==> src/rtl/adc_sched_pkg.sv <==
// adc_sched_pkg
//   Shared definitions for the SPI ADC scheduler slice.
//   - sched_state_e : frame sequencer states
//   - DEF_*         : default parameter values
//   - idx_width()   : bits needed to address one of n requesters
package adc_sched_pkg;

    typedef enum logic [2:0] {
        ST_IDLE  = 3'd0,
        ST_SETUP = 3'd1,
        ST_SHIFT = 3'd2,
        ST_HOLD  = 3'd3,
        ST_DONE  = 3'd4
    } sched_state_e;

    localparam int DEF_N_REQ      = 2;
    localparam int DEF_DATA_W     = 12;
    localparam int DEF_FRAME_BITS = 16;
    localparam int DEF_CLK_DIV    = 2;

    // Requester index width; never narrower than one bit.
    function automatic int idx_width(input int n);
        return (n > 1) ? $clog2(n) : 1;
    endfunction

endpackage

==> src/rtl/adc_spi_scheduler_rr_arbiter.sv <==
// rr_arbiter
//   Round-robin arbiter. The search starts one position after the last
//   granted index and wraps; the pointer only moves when the owner
//   accepts the grant via grant_stb.
//   Ports:
//     clk, rst_n  : clock, asynchronous active-low reset
//     req         : request vector (N_REQ)
//     grant_stb   : pulse; commit gnt_idx as the new priority pointer
//     gnt_valid   : at least one request is pending
//     gnt_idx     : index of the winning request (combinational)
module rr_arbiter
    import adc_sched_pkg::*;
#(
    parameter  int N_REQ = DEF_N_REQ,
    localparam int IDX_W = idx_width(N_REQ)
) (
    input  logic             clk,
    input  logic             rst_n,
    input  logic [N_REQ-1:0] req,
    input  logic             grant_stb,
    output logic             gnt_valid,
    output logic [IDX_W-1:0] gnt_idx
);

    logic [IDX_W-1:0] ptr_r;
    logic [IDX_W-1:0] cand_s;
    logic             gnt_valid_s;
    logic [IDX_W-1:0] gnt_idx_s;

    // Search from ptr+1 upward, wrapping, and take the first set request.
    always_comb begin
        gnt_valid_s = 1'b0;
        gnt_idx_s   = '0;
        cand_s      = '0;
        for (int i = 1; i <= N_REQ; i++) begin
            cand_s = IDX_W'((int'(ptr_r) + i) % N_REQ);
            if (!gnt_valid_s && req[cand_s]) begin
                gnt_valid_s = 1'b1;
                gnt_idx_s   = cand_s;
            end else begin
                gnt_valid_s = gnt_valid_s;
            end
        end
    end

    // Priority pointer; resets to the last index so requester 0 wins first.
    always_ff @(posedge clk or negedge rst_n) begin
        if (!rst_n) begin
            ptr_r <= IDX_W'(N_REQ - 1);
        end else if (grant_stb) begin
            ptr_r <= gnt_idx_s;
        end else begin
            ptr_r <= ptr_r;
        end
    end

    assign gnt_valid = gnt_valid_s;
    assign gnt_idx   = gnt_idx_s;

endmodule

==> src/rtl/adc_spi_scheduler.sv <==
// adc_spi_scheduler
//   Shares one external SPI (mode 0) ADC between N_REQ requesters. A
//   round-robin winner is granted, a FRAME_BITS command frame carrying the
//   winner index as the channel address is shifted out, and the last DATA_W
//   bits returned by the ADC are delivered with the requester id and an
//   unsigned "sample > threshold" flag.
//   Ports:
//     clk, rst_n  : clock, asynchronous active-low reset
//     req         : level requests, held until ack
//     ack         : one-hot pulse to the served requester, with data_valid
//     threshold   : compare level, sampled when the result is produced
//     data_valid  : one-cycle pulse, new result on data_out/data_id/cmp_gt
//     data_out    : captured sample, held until the next result
//     data_id     : requester index of data_out
//     cmp_gt      : data_out > threshold
//     busy        : sequencer not idle
//     cs_n, sck, mosi, miso : ADC SPI pins (sck idles low)
module adc_spi_scheduler
    import adc_sched_pkg::*;
#(
    parameter  int N_REQ      = DEF_N_REQ,
    parameter  int DATA_W     = DEF_DATA_W,
    parameter  int FRAME_BITS = DEF_FRAME_BITS,
    parameter  int CLK_DIV    = DEF_CLK_DIV,
    localparam int IDX_W      = idx_width(N_REQ)
) (
    input  logic              clk,
    input  logic              rst_n,
    input  logic [N_REQ-1:0]  req,
    output logic [N_REQ-1:0]  ack,
    input  logic [DATA_W-1:0] threshold,
    output logic              data_valid,
    output logic [DATA_W-1:0] data_out,
    output logic [IDX_W-1:0]  data_id,
    output logic              cmp_gt,
    output logic              busy,
    output logic              cs_n,
    output logic              sck,
    output logic              mosi,
    input  logic              miso
);

    localparam int DIV_W = $clog2(CLK_DIV);
    localparam int BIT_W = $clog2(FRAME_BITS);
    localparam logic [DIV_W-1:0] DIV_LAST = DIV_W'(CLK_DIV - 1);
    localparam logic [BIT_W-1:0] BIT_LAST = BIT_W'(FRAME_BITS - 1);

    // Command word: start bit, channel address, then zero padding.
    function automatic logic [FRAME_BITS-1:0] build_cmd(input logic [IDX_W-1:0] idx);
        logic [FRAME_BITS-1:0] c;
        c                         = '0;
        c[FRAME_BITS-1]           = 1'b1;
        c[FRAME_BITS-2 -: IDX_W]  = idx;
        return c;
    endfunction

    sched_state_e            state_r,  state_s;
    logic [DIV_W-1:0]        div_r,    div_s;
    logic [BIT_W-1:0]        bit_r,    bit_s;
    logic [FRAME_BITS-1:0]   cmd_r,    cmd_s;
    logic [DATA_W-1:0]       rx_r,     rx_s;
    logic [IDX_W-1:0]        gnt_r,    gnt_s;
    logic                    cs_n_r,   cs_n_s;
    logic                    sck_r,    sck_s;
    logic                    mosi_r,   mosi_s;
    logic [N_REQ-1:0]        ack_r,    ack_s;
    logic                    dv_r,     dv_s;
    logic [DATA_W-1:0]       dout_r,   dout_s;
    logic [IDX_W-1:0]        did_r,    did_s;
    logic                    cmp_r,    cmp_s;
    logic                    busy_r,   busy_s;
    logic                    grant_stb_s;
    logic                    arb_valid_s;
    logic [IDX_W-1:0]        arb_idx_s;

    rr_arbiter #(
        .N_REQ (N_REQ)
    ) u_arb (
        .clk       (clk),
        .rst_n     (rst_n),
        .req       (req),
        .grant_stb (grant_stb_s),
        .gnt_valid (arb_valid_s),
        .gnt_idx   (arb_idx_s)
    );

    // Sequencer next-state and next values of every registered output.
    always_comb begin
        state_s     = state_r;
        div_s       = div_r;
        bit_s       = bit_r;
        cmd_s       = cmd_r;
        rx_s        = rx_r;
        gnt_s       = gnt_r;
        cs_n_s      = cs_n_r;
        sck_s       = sck_r;
        mosi_s      = mosi_r;
        ack_s       = '0;
        dv_s        = 1'b0;
        dout_s      = dout_r;
        did_s       = did_r;
        cmp_s       = cmp_r;
        grant_stb_s = 1'b0;

        case (state_r)
            ST_IDLE: begin
                if (arb_valid_s) begin
                    state_s     = ST_SETUP;
                    grant_stb_s = 1'b1;
                    gnt_s       = arb_idx_s;
                    cmd_s       = build_cmd(arb_idx_s);
                    mosi_s      = 1'b1;
                    cs_n_s      = 1'b0;
                    sck_s       = 1'b0;
                    div_s       = '0;
                    bit_s       = '0;
                end else begin
                    cs_n_s = 1'b1;
                    sck_s  = 1'b0;
                    mosi_s = 1'b0;
                end
            end

            ST_SETUP: begin
                if (div_r == DIV_LAST) begin
                    state_s = ST_SHIFT;
                    div_s   = '0;
                    sck_s   = 1'b1;
                end else begin
                    div_s = div_r + DIV_W'(1);
                end
            end

            ST_SHIFT: begin
                if (sck_r) begin
                    // First cycle after the rising edge: ADC data has settled.
                    if (div_r == '0) begin
                        rx_s = {rx_r[DATA_W-2:0], miso};
                    end else begin
                        rx_s = rx_r;
                    end
                    if (div_r == DIV_LAST) begin
                        sck_s  = 1'b0;
                        div_s  = '0;
                        cmd_s  = cmd_r << 1;
                        mosi_s = cmd_r[FRAME_BITS-2];
                    end else begin
                        div_s = div_r + DIV_W'(1);
                    end
                end else begin
                    if (div_r == DIV_LAST) begin
                        div_s = '0;
                        if (bit_r == BIT_LAST) begin
                            state_s = ST_HOLD;
                            cs_n_s  = 1'b1;
                            mosi_s  = 1'b0;
                        end else begin
                            bit_s = bit_r + BIT_W'(1);
                            sck_s = 1'b1;
                        end
                    end else begin
                        div_s = div_r + DIV_W'(1);
                    end
                end
            end

            ST_HOLD: begin
                if (div_r == DIV_LAST) begin
                    state_s = ST_DONE;
                    div_s   = '0;
                    dv_s    = 1'b1;
                    ack_s   = {{(N_REQ-1){1'b0}}, 1'b1} << gnt_r;
                    dout_s  = rx_r;
                    did_s   = gnt_r;
                    cmp_s   = (rx_r > threshold);
                end else begin
                    div_s = div_r + DIV_W'(1);
                end
            end

            ST_DONE: begin
                state_s = ST_IDLE;
            end

            default: begin
                state_s = ST_IDLE;
                cs_n_s  = 1'b1;
                sck_s   = 1'b0;
                mosi_s  = 1'b0;
            end
        endcase

        busy_s = (state_s != ST_IDLE);
    end

    // State, datapath and output registers.
    always_ff @(posedge clk or negedge rst_n) begin
        if (!rst_n) begin
            state_r <= ST_IDLE;
            div_r   <= '0;
            bit_r   <= '0;
            cmd_r   <= '0;
            rx_r    <= '0;
            gnt_r   <= '0;
            cs_n_r  <= 1'b1;
            sck_r   <= 1'b0;
            mosi_r  <= 1'b0;
            ack_r   <= '0;
            dv_r    <= 1'b0;
            dout_r  <= '0;
            did_r   <= '0;
            cmp_r   <= 1'b0;
            busy_r  <= 1'b0;
        end else begin
            state_r <= state_s;
            div_r   <= div_s;
            bit_r   <= bit_s;
            cmd_r   <= cmd_s;
            rx_r    <= rx_s;
            gnt_r   <= gnt_s;
            cs_n_r  <= cs_n_s;
            sck_r   <= sck_s;
            mosi_r  <= mosi_s;
            ack_r   <= ack_s;
            dv_r    <= dv_s;
            dout_r  <= dout_s;
            did_r   <= did_s;
            cmp_r   <= cmp_s;
            busy_r  <= busy_s;
        end
    end

    assign cs_n       = cs_n_r;
    assign sck        = sck_r;
    assign mosi       = mosi_r;
    assign ack        = ack_r;
    assign data_valid = dv_r;
    assign data_out   = dout_r;
    assign data_id    = did_r;
    assign cmp_gt     = cmp_r;
    assign busy       = busy_r;

endmodule

==> config.mk <==
export PLATFORM = sky130hd
export DESIGN_NAME = adc_spi_scheduler
export DESIGN_NICKNAME = d
export VERILOG_FILES = /design/src/rtl/adc_sched_pkg.sv /design/src/rtl/adc_spi_scheduler_rr_arbiter.sv /design/src/rtl/adc_spi_scheduler.sv
export SDC_FILE = /design/constraint.sdc
export NUM_CORES = 1
export LEC_CHECK = 0
export BUFFER_PORTS_ARGS = -buffer_cell sky130_fd_sc_hd__buf_2
export CAP_MARGIN = 20
export CORE_MARGIN = 4
export CORE_UTILIZATION = 45
export CTS_CLUSTER_DIAMETER = 40
export CTS_CLUSTER_SIZE = 12
export DETAILED_ROUTE_END_ITERATION = 8
export GPL_TIMING_DRIVEN = 0
export HOLD_SLACK_MARGIN = 0.03
export PLACE_DENSITY = 0.71
export SYNTH_ARGS = -nofsm -noshare
export SYNTH_HDL_FRONTEND = slang
export SYNTH_SLANG_ARGS = --single-unit
==> constraint.sdc <==
create_clock -name clk -period 2.2 [get_ports clk]
set_clock_uncertainty 0.05 [all_clocks]
set_input_delay 0.33 -clock clk [delete_from_list [all_inputs] [get_ports clk]]
set_output_delay 0.33 -clock clk [all_outputs]
set_load 0.1 [all_outputs]
# Word level (Yosys, flattened, before mapping)
# Cells that the tools add are included.
# Widths: inputs -> output; s select.
[totals]
reg_bits = 58
out_inout_bits = 21
[classes]
muxes = 49
n_bitwise = 3
order_cmp = 3
reduce_logical = 18
n_shift = 1
n_eq_ne = 13
addsub = 4
[op_table]
columns = ["operator", "count"]
rows = [
  ["$mux 15", 3],
  ["$pmux 15 s2", 1],
  ["$mux 1", 27],
  ["$mux 3", 6],
  ["$mux 4", 4],
  ["$ne 2x2->1 const B", 7],
  ["$gt 12x12->1", 1],
  ["$pmux 3 s4", 1],
  ["$pmux 1 s3", 3],
  ["$pmux 4 s2", 1],
  ["$reduce_and 2->1", 4],
  ["$reduce_and 4->1", 2],
  ["$eq 3x2->1 const B", 2],
  ["$reduce_and 3->1", 2],
  ["$reduce_or 3->1", 2],
  ["$reduce_and 5->1", 1],
  ["$add 4x1->4 const B", 1],
  ["$eq 4x4->1 const B", 1],
  ["$lt 1x2->1 const B", 2],
  ["$mux 2", 2],
  ["$reduce_bool 2->1", 2],
  ["$add 1x1->1 const B", 3],
  ["$eq 3x1->1 const B", 1],
  ["$eq 3x3->1 const B", 1],
  ["other kinds (9)", 11],
]

# Logic depth before layout (Yosys ltp)
# Gate-level depths: netlist (run 1).
[logic_depth]
ltp_word = 10
mapped_depth = 6
depth_no_buf = 6

# Hierarchy
# Synthesis (run 1) repeated with hierarchy kept, for this count alone.
[unflattened]
cells_unflattened = 214
area_unflattened_um2 = 2234.6
[modules_own_cells]
columns = ["module", "area_per_inst_um2", "instances", "cells_per_inst"]
rows = [
  ["adc_spi_scheduler", 2175.8, 1, 210],
  ["rr_arbiter", 58.8, 1, 4],
]

# Worst setup path after synthesis (run 1)
# OpenSTA, ideal clock, no wires.
[synth_timing]
path_type = "flip-flop to flip-flop"
start = "reg sck_r, in the netlist sck"
end = "reg rx_r[0]"
setup_ns = 0.125
required_time_ns = 2.025
arrival_time_ns = 1.962
path_slack_ns = 0.063
path_stages_with_launch = 5
cell_sequence = "dfrtp_1 -> and3_4 -> nor2b_4 -> buf_6 -> mux2_2"
[synth_between]
elab_chain_cells = 1
[synth_rtl]
columns = ["item", "line", "text"]
rows = [
  ["start: declaration", "adc_spi_scheduler.sv:64", "logic sck_r, sck_s;"],
  ["start signal: assignment", "adc_spi_scheduler.sv:222", "sck_r <= sck_s;"],
  ["$reduce_and 3->1 (no line)", "--", ""],
  ["end signal: assignment", "adc_spi_scheduler.sv:219", "rx_r <= rx_s;"],
  ["end: declaration", "adc_spi_scheduler.sv:61", "logic [DATA_W-1:0] rx_r, rx_s;"],
]
# Every way passes these cells.
# A chain may end at the register's enable or synchronous reset.

# Worst setup path after layout (run 1)
[layout_timing]
start = "reg rx_r[10]"
end = "reg cmp_r, in the netlist cmp_gt"
[layout_between]
elab_chain_cells = 1
[layout_rtl]
columns = ["item", "line", "text"]
rows = [
  ["$gt 12x12->1", "adc_spi_scheduler.sv:175", "cmp_s = (rx_r > threshold);"],
  ["end signal: assignment", "adc_spi_scheduler.sv:228", "cmp_r <= cmp_s;"],
  ["end: declaration", "adc_spi_scheduler.sv:70", "logic cmp_r, cmp_s;"],
]
# Every way passes these cells.

==> metrics, run 1 <==
outcome=finished clean; WP data required=~2.3 ns; register area share after synthesis=50.9%; GP Congestion=a little over 0.8; Post-CTS Setup Bufs=0; mux contribution to synthesized area=7.67%; Clock Path Buffers=2; layout cells sized above 1=27.6%; vias in the first global route=1656; largest net degree at the start of global routing=45; DRC viols=0; Hold Path Class=in2async; H-tree levels=2; Post-synth EDFFs=0; fraction of the mapped netlist area in simple logic gates=19.3%; warnings from Yosys=0; CTS Hold Bufs=0; DR vias=approximately 1600; Initial DRT Pass Iterations=4; Via density=5.02; Syn Std Cell Area=~0.0022 sq mm; Layout Nets=between 200 and 300; CP max FO=4; I/O Pins=38; adder-cell share of the synthesized area=~7.5%; DRT Wirelength=~4200 microns; placement row count=24; Sink Count=44; CP Buf/Inv Count=0; Synth-to-Final Area Change=16.8%; die span in x=77.4 microns; initial core utilization=between 40% and 50%; largest family of logic cells by synthesized area=simple AND/OR/NAND/NOR gates; Slew Viols, Final=0; Max-Cap Viols=0; CP Cell Sequence=ha_1 -> nand4_1 -> or4_1 -> o21ai_1 -> a31oi_1; syn_area_per_cell=10.2 sq um; Core ar.=0.00450 sq mm; antenna viol nets, final=0; worst skew pair latency=~0.31 ns; final setup fails=0; diode count=0; top post-synthesis cells by area=dfrtp_1, nand2_1, ha_1; Worst Setup Start Kind=register; fin crit share=79.1%; most frequent cells in the layout=nand2_1, dfrtp_1, buf_2, inv_1; leakage power=1.40 nW; post-synth cell types=40; Routed WL per cell=13.7 microns; Synth top area share=48.5%; Worst-Margin Slew=0.955 ns; # port buffers=37; Post-Syn Instances=212; Die H=77.4 microns; largest area contributor in the netlist=dfrtp_1; antenna violations before repair=0; peak supply drop=0.846 mV; CTS tree=done; post-route setup TNS=0 ns; Post-Layout Cell Count=309; gr usage total=15.8%; Die Area=0.00599 sq mm; clk slew on worst S/H paths=0.09 ns; post-synthesis register bit count=44; Worst setup EP type=register; placed cells=approximately 300; PostCTS Resize Cnt=0; global-route wire length before repair=7490 microns; Synth Area in XOR/XNOR=0.808%; Crit path depth=5; Max Fclk=575 MHz; CP max-delay cell=or4_1; DRT iter0 DRCs=36; commonest non-fill, non-tap cell in the layout=nand2_1; net count after synthesis=242; Final Hold Fails=0; PwrDens=1480 mW/mm^2; RSZ-0062 raised after global routing=false; Slew headroom=36.3%; critical path class=reg2reg; post-synthesis compound-gate area fraction=8.54%; Final min period=between 1.5 and 2 ns; crit path DAT=1.88 ns; slowest cell delay on critical path=0.52 ns; Synth Flop Type=dfrtp_1; Min Hold Slack=0.121 ns; reg2reg path depth=5; CTS Root Cell=clkbuf_8; delay-heaviest family, CP=simple AND/OR/NAND/NOR gates; Detail Placement HPWL=between 3000 and 4000 microns; asr flop ratio synth=100%; GRT Residual Overflow=0; CTS Buf Count=5
## final timing paths
kind | from | to | slack (ns)
min | rst_n | rx_r[1]$_DFFE_PN0P_ | 0.12
max reg2reg | rx_r[10]$_DFFE_PN0P_ | cmp_gt$_DFFE_PN0P_ | 0.46
max in group asynchronous | rst_n | data_out[3]$_DFFE_PN0P_ | 1.39
min in group clk | miso | rx_r[0]$_DFFE_PN0P_ | 0.20
max | rx_r[10]$_DFFE_PN0P_ | cmp_gt$_DFFE_PN0P_ | 0.46
min reg2reg | gnt_r$_DFFE_PN0P_ | ack[0]$_DFF_PN0_ | 0.42
## registers in the layout, indices dropped and copies added, names as in the netlist
name	flops
sck	1
data_valid	1
mosi	1
data_id	1
gnt_r	1
ack	2
cs_n	1
cmd_r	1
cmp_gt	1
u_arb.ptr_r	1
rx_r	12
div_r	1
busy	1
state_r	3
data_out	12
bit_r	4
## cell usage after synthesis (all sizes together), types with 2 or more instances
library cell	n
nor2	9
nand3	5
nand4	3
inv	17
dfstp	2
nand2b	3
a21oi	7
dfrtp	42
o21ai	9
a211oi	2
nor3	4
nand2	46
nor2b	4
a31oi	2
a21o	4
xor2	2
mux2	13
mux2i	2
and3	4
ha	13
buf	6
## worst register-to-register path, delay by kind of cell, from the launching register on
family                     cells  cell delay, ns
AOI/OAI and AO/OA              2            0.15
adders and majority gates      1            0.33
DFF                            1            0.43
and+or+nand+nor                2            0.67
## layer usage
metal / part of all wire, % / up-vias / track usage, % / routed length (microns)
met5: 0 / - / 0 / 0
li1: - / 801 / - / -
met2: 47 / 28 / 24.9 / 1980
met1: 48 / 713 / 20.7 / 2050
met4: 2.2 / 0 / 8.01 / 94
met3: 2.8 / 8 / 3.13 / 120
## power by group
group	internal [mW]	total, mW	switching [mW]
clock	0.342	0.643	0.301
sequential	1.06	1.24	0.172
combinational	0.509	1.87	1.36
## stage by stage
step	power [mW]	instance area (sq um)	util [%]	worst slack [ns]
2_1_floorplan	2.78	2170	-	0.0628
3_3_place_gp	3.09	2420	53.7	0.471
3_5_place_dp	3.14	2420	53.7	0.437
4_1_cts	3.78	2530	56.3	0.449
5_1_grt	3.99	2530	56.3	0.376
6_report	3.75	2530	56.3	0.460
## layout make-up
type | instances | area (sq um)
plain buffers | 7 | 51.3
clock inverters | 3 | 46.3
repair buffers | 37 | 185
clock buffers | 5 | 68.8
fillers | 400 | 1970
inverters | 17 | 63.8
multi-input cells | 144 | 950
flip-flops and latches | 44 | 1100
well taps | 52 | 65.1
## kinds of logic (layout without fill, tap and decap cells)
logic type,count (synthesis),count (layout)
mux,15,15
flops,44,44
xor+xnor,2,2
fa+ha+maj,13,13
buf+inv,24,69
simple gates,84,84
compound gates,30,30
(Power assumes the default switching activity.)
==> inputs of run 2 (changes only) <==
Clock period 2.2 ns to 1.75 ns, I/O delays scaled along.
==> metrics, run 2 (synthesized netlist as in run 1, its figures left out) <==
Crit. Startpoint=state_r[0]$_DFF_PN0_; CP max-delay cell=dfrtp_1; Slew Viols, Final=0 (unchanged); placed cells=301 (unchanged); Synth-to-Final Area Change=18.8%; I/O Pins=38 (unchanged); Reg2Reg Launch Point=state_r[0]$_DFF_PN0_; Core ar.=0.00450 sq mm (unchanged); WP data required=1.88 ns (-0.46 ns); Clock Path Buffers=2 (unchanged); die span in x=77.4 microns (unchanged); CTS tree=done; clk slew on worst S/H paths=0.08 ns (about the same); clock share of power=16.1% (-1.1 points); CTS Buf Count=5 (unchanged); DRT Wirelength=4120 microns (-2.8%); register area=0.00111 sq mm (+0.45%); Power, Total=4.69 mW (+25%); Max Fclk=586 MHz (+1.9%); antenna viol nets, final=0 (unchanged); gr usage total=14.6% (-1.2 points); crit path DAT=1.84 ns (-0.04 ns); PwrDens=1820 mW/mm^2 (+23%); Initial DRT Pass Iterations=4 (unchanged); antenna violations before repair=0 (unchanged); commonest non-fill, non-tap cell in the layout=nand2_1; vias in the first global route=1526 (-7.9%); Detail Placement HPWL=2900 microns (-6.0%); Post-Layout Cell Count=312 (+0.97%); worst skew pair latency=0.29 ns (-0.02 ns); outcome=finished clean; H-tree levels=2 (unchanged); Min Hold Slack=0.0638 ns (-0.0572 ns); Max-Cap Viols=0 (unchanged); P_sw=2.26 mW (+23%); area of the multi-input gates=968 sq um (+2.0%); GRT Residual Overflow=0 (unchanged); # port buffers=37 (unchanged); WL met1=1970 microns (-3.9%); global-route wire length before repair=7020 microns (-6.3%); Hold Path Class=in2async; final core occ=57.2% (+0.94 points); CTS Root Cell=clkbuf_8; fillcell total=389 (-2.8%); Via density=5.00 (-0.26%); most frequent cells in the layout=nand2_1, dfrtp_1, buf_2, inv_1, mux2_2; RSZ-0062 raised after global routing=true; fin crit share=97.6% (+18 points); Sink Count=44 (unchanged); Final min period=1.71 ns (-0.0327 ns); Die Area=0.00599 sq mm (unchanged); DRT iter0 DRCs=51 (+42%); peak supply drop=1.02 mV (+21%); slowest cell delay on critical path=0.37 ns (-0.15 ns); Worst-Margin Slew=0.945 ns (-0.0101 ns); CP Cell Sequence=buf_4 -> nor2_4 -> and3_4 -> nor2b_4 -> buf_8 -> mux2_2; Worst setup EP type=register; critical path class=reg2reg; Met3 Wirelength=178 microns (+48%); final setup fails=0 (unchanged); Reg power frac=33.2% (+0.2 points); Switching Share=48.1% (-0.78 points); Die H=77.4 microns (unchanged); Pint=2.43 mW (+27%); layout cells sized above 1=30.0% (+2.4 points); diode count=0 (unchanged); leakage power=1.41 nW (+0.85%); initial core utilization=48.1% (unchanged); Routed WL per cell=13.2 microns (-3.8%); Layout Nets=289 (+1.0%); Final Hold Fails=0 (unchanged); top layer in use=met4; CP max FO=10 (+6); GP Congestion=0.826 (-0.45%); Met2 Routed Length=1890 microns (-4.3%); DR vias=1561 (+0.71%); DRC viols=0 (unchanged); placement row count=24 (unchanged); largest net degree at the start of global routing=45 (unchanged); Worst Setup Start Kind=register; Comb pwr share=50.7% (+0.9 points); Slew headroom=37.0% (+0.68 points); FF-to-FF setup slack=0.04 ns (-0.42 ns)
==> run 2: cell count changes in the layout (fill, tap and decap cells not counted), sizes merged <==
cell	change
clkbuf	+1
inv	-1
clkinvlp	-1
buf	+3
clkinv	+1
==> run 2: metrics by stage <==
step                TNS (ns)  worst slack, ns  area [sq um]
global placement           0           0.0323          2420
floorplan                  0           0.0780          2170
CTS                        0           0.0131          2530
detailed placement         0           0.0285          2420
finish                     0           0.0425          2580
global route         -0.0264         -0.00769          2580
==> run 2: worst max-delay path, delay by kind of cell, from the launching register on <==
family,cells,cell delay [ns]
flip-flops,1,0.37
multiplexers,1,0.34
AND/OR/NAND/NOR,3,0.52
buffers and inverters,2,0.32
==> run 2: path summary, 6_finish.rpt <==
path                                           end  cells past startpoint
max                            rx_r[5]$_DFFE_PN0P_                      6
min                        data_out[0]$_DFFE_PN0P_                      1
max reg2reg                    rx_r[5]$_DFFE_PN0P_                      6
min reg2reg                       ack[0]$_DFF_PN0_                      1
max in group asynchronous          sck$_DFFE_PN0P_                      1
min in group clk               rx_r[0]$_DFFE_PN0P_                      2
==> run 2: layer usage <==
layer / GRT usage [%] / vias up
li1: - / 803
met2: 23.7 / 35
met1: 19.1 / 715
met3: 2.66 / 8
met5: 0 / -
met4: 6.94 / 0
==> run 2: what timing repair did <==
item,in CTS,in global routing
hold buffers,0,0
setup buffers,0,3
resized for setup,0,6
setup endpoints to repair,0,13
hold endpoints to repair,0,0
==> run 2: area by class of cell <==
type / count / area share [%]
plain buffers: 7 / 2.14
clock buffers: 6 / 2.82
clock inverters: 2 / 1.36
inverters: 17 / 2.48
multi-input cells: 144 / 37.6
flip-flops and latches: 44 / 43.0
well taps: 52 / 2.53
repair buffers: 40 / 8.06
==> run 2: power groups by stage <==
stage	clock (mW)	combinational, mW	sequential, mW
6_report	0.757	2.38	1.56
4_1_cts	0.781	2.35	1.56
3_3_place_gp	0	2.33	1.57
5_1_grt	0.817	2.56	1.60
2_1_floorplan	0	0.987	2.51
3_5_place_dp	0	2.34	1.58
==> inputs of run 3 (changes only) <==
Settings changed: CORE_UTILIZATION 45 to 32, CTS_CLUSTER_DIAMETER 40 to 200, PLACE_DENSITY 0.71 to 0.56.
==> metrics, run 3 (synthesized netlist as in run 1, its figures left out) <==
outcome=finished clean; Hold Path Stages=2; Reg2Reg Launch Point=state_r[0]$_DFF_PN0_; Comb pwr share=50.6% (about the same); final setup fails=0 (unchanged); DRC viols=0 (unchanged); GRT Residual Overflow=0 (unchanged); Via density=4.70 (-6.1%); Detail Placement HPWL=3140 microns (+8.3%); diode count=0 (unchanged); I/O Pins=38 (unchanged); Clock Path Buffers=2 (unchanged); final setup margin=0.0254 ns (-0.0171 ns); Die Area=0.00816 sq mm (+36%); Core ar.=0.00646 sq mm (+43%); min-delay src=miso; largest net degree at the start of global routing=45 (unchanged); Initial DRT Pass Iterations=4 (unchanged); Synth-to-Final Area Change=27.0%; Met3 Wirelength=153 microns (-14%); # port buffers=37 (unchanged); fin crit share=98.5% (+0.98 points); placement row count=29 (+21%); Min Hold Slack=0.153 ns (+0.0887 ns); WL met1=2240 microns (+14%); reg-to-reg endpoint=rx_r[2]$_DFFE_PN0P_; Die H=90.3 microns (+17%); Worst-Margin Slew=0.526 ns (-0.419 ns); H-tree levels=2 (unchanged); global-route wire length before repair=7760 microns (+11%); FF-to-FF setup slack=0.03 ns (-0.02 ns); layout cells sized above 1=32.8% (+2.8 points); Worst Setup Start Kind=register; CTS Buf Count=5 (unchanged); P_sw=2.32 mW (+2.8%); critical path class=reg2reg; antenna viol nets, final=0 (unchanged); pre-CTS WS=0.0125 ns (-0.0161 ns); Switching Share=47.3% (-0.79 points); crit path DAT=1.86 ns (+0.02 ns); most frequent cells in the layout=nand2_1, dfrtp_1, buf_2, inv_1, mux2_2; top layer in use=met4; reg2reg path depth=6 (unchanged); RSZ-0062 raised after global routing=true; Slew headroom=64.9% (+28 points); CTS tree=done; PwrDens=1780 mW/mm^2 (-2.3%); Final min period=1.72 ns (+0.0171 ns); Routed WL per cell=13.4 microns (+1.2%); Met2 Routed Length=2140 microns (+13%); Final Hold Fails=0 (unchanged); die span in x=90.3 microns (+17%); commonest non-fill, non-tap cell in the layout=nand2_1; GP Congestion=0.794 (-3.8%); gr usage total=11.6% (-3.1 points); CP max FO=9 (-1); worst skew pair latency=0.29 ns (about the same); DRT Wirelength=4570 microns (+11%); Slew Viols, Final=0 (unchanged); Max Fclk=580 MHz (-0.99%); antenna violations before repair=0 (unchanged); vias in the first global route=1689 (+11%); Max-Cap Viols=0 (unchanged); peak supply drop=1.10 mV (+8.1%); clock share of power=17.4% (+1.3 points); WP data required=1.88 ns (about the same); Worst setup EP type=register; clk slew on worst S/H paths=0.08 ns (about the same); worst-case hold path end point=rx_r[0]$_DFFE_PN0P_; Layout Nets=294 (+1.7%); initial core utilization=33.6% (-15 points); Reg power frac=31.9% (-1.3 points); CTS Root Cell=clkbuf_8; Power, Total=4.90 mW (+4.5%); DR vias=1606 (+2.9%); leakage power=1.46 nW (+3.1%); Pint=2.58 mW (+6.1%); Sink Count=44 (unchanged); Hold Path Class=in2reg; DRT iter0 DRCs=37 (-27%)
## run 3: cell type report
| cell class | instances | area, sq um |
|---|---|---|
| Sequential cell | 44 | 1110 |
| Clock inverter | 1 | 30.0 |
| Buffer | 7 | 58.8 |
| Inverter | 17 | 63.8 |
| Tap cell | 77 | 96.3 |
| Timing Repair Buffer | 45 | 278 |
| Fill cell | 637 | 3700 |
| Multi-Input combinational cell | 144 | 1020 |
| Clock buffer | 7 | 96.3 |
## run 3: power by group through the flow
| stage | logic [mW] | clock network [mW] | registers [mW] |
|---|---|---|---|
| floorplan | 0.987 | 0 | 2.51 |
| global placement | 2.35 | 0 | 1.57 |
| detailed placement | 2.37 | 0 | 1.58 |
| CTS | 2.38 | 0.886 | 1.56 |
| finish | 2.48 | 0.855 | 1.56 |
| global route | 2.68 | 0.925 | 1.61 |
## run 3: worst max path at each step
stage	endpoint	slack (ns)	cells after the start	start
floorplan	rx_r[0]$_DFFE_PN0P_	0.08	4	sck$_DFFE_PN0P_
global placement	rx_r[5]$_DFFE_PN0P_	0.02	6	state_r[0]$_DFF_PN0_
detailed placement	rx_r[6]$_DFFE_PN0P_	0.01	6	state_r[0]$_DFF_PN0_
CTS	rx_r[3]$_DFFE_PN0P_	0.006	6	state_r[2]$_DFF_PN0_
global route	rx_r[7]$_DFFE_PN0P_	-0.03	6	state_r[0]$_DFF_PN0_
finish	rx_r[2]$_DFFE_PN0P_	0.03	6	state_r[0]$_DFF_PN0_
## run 3: stage by stage
stage | setup TNS (ns) | utilization [%] | cells | instance area (sq um)
2_1_floorplan | 0 | - | 212 | 2170
3_3_place_gp | 0 | 38.0 | 326 | 2450
3_5_place_dp | 0 | 38.0 | 326 | 2450
4_1_cts | 0 | 40.0 | 334 | 2580
5_1_grt | -0.230 | 42.6 | 342 | 2750
6_report | 0 | 42.6 | 342 | 2750
## run 3: metal layers
layer  vias up  global-route usage [%]
li1        823                       -
met1       746                    15.0
met2        33                    19.4
met3         4                    2.67
met4         0                    3.06
met5         -                       0
## run 3: worst max-delay path: stages (launching register included)
cell and delay (ns):
dfrtp_1 0.38, buf_6 0.14, nor2_4 0.14, and3_4 0.20, nor2b_4 0.21, clkbuf_16 0.18, mux2_2 0.32
## run 3: repair_timing
action	CTS	global route
hold buffers	0	1
pin swaps	0	4
gates resized for setup	1	10
buffers inserted	0	5
setup endpoints to repair	2	16
endpoints found under the hold margin	0	8
cloned	0	1
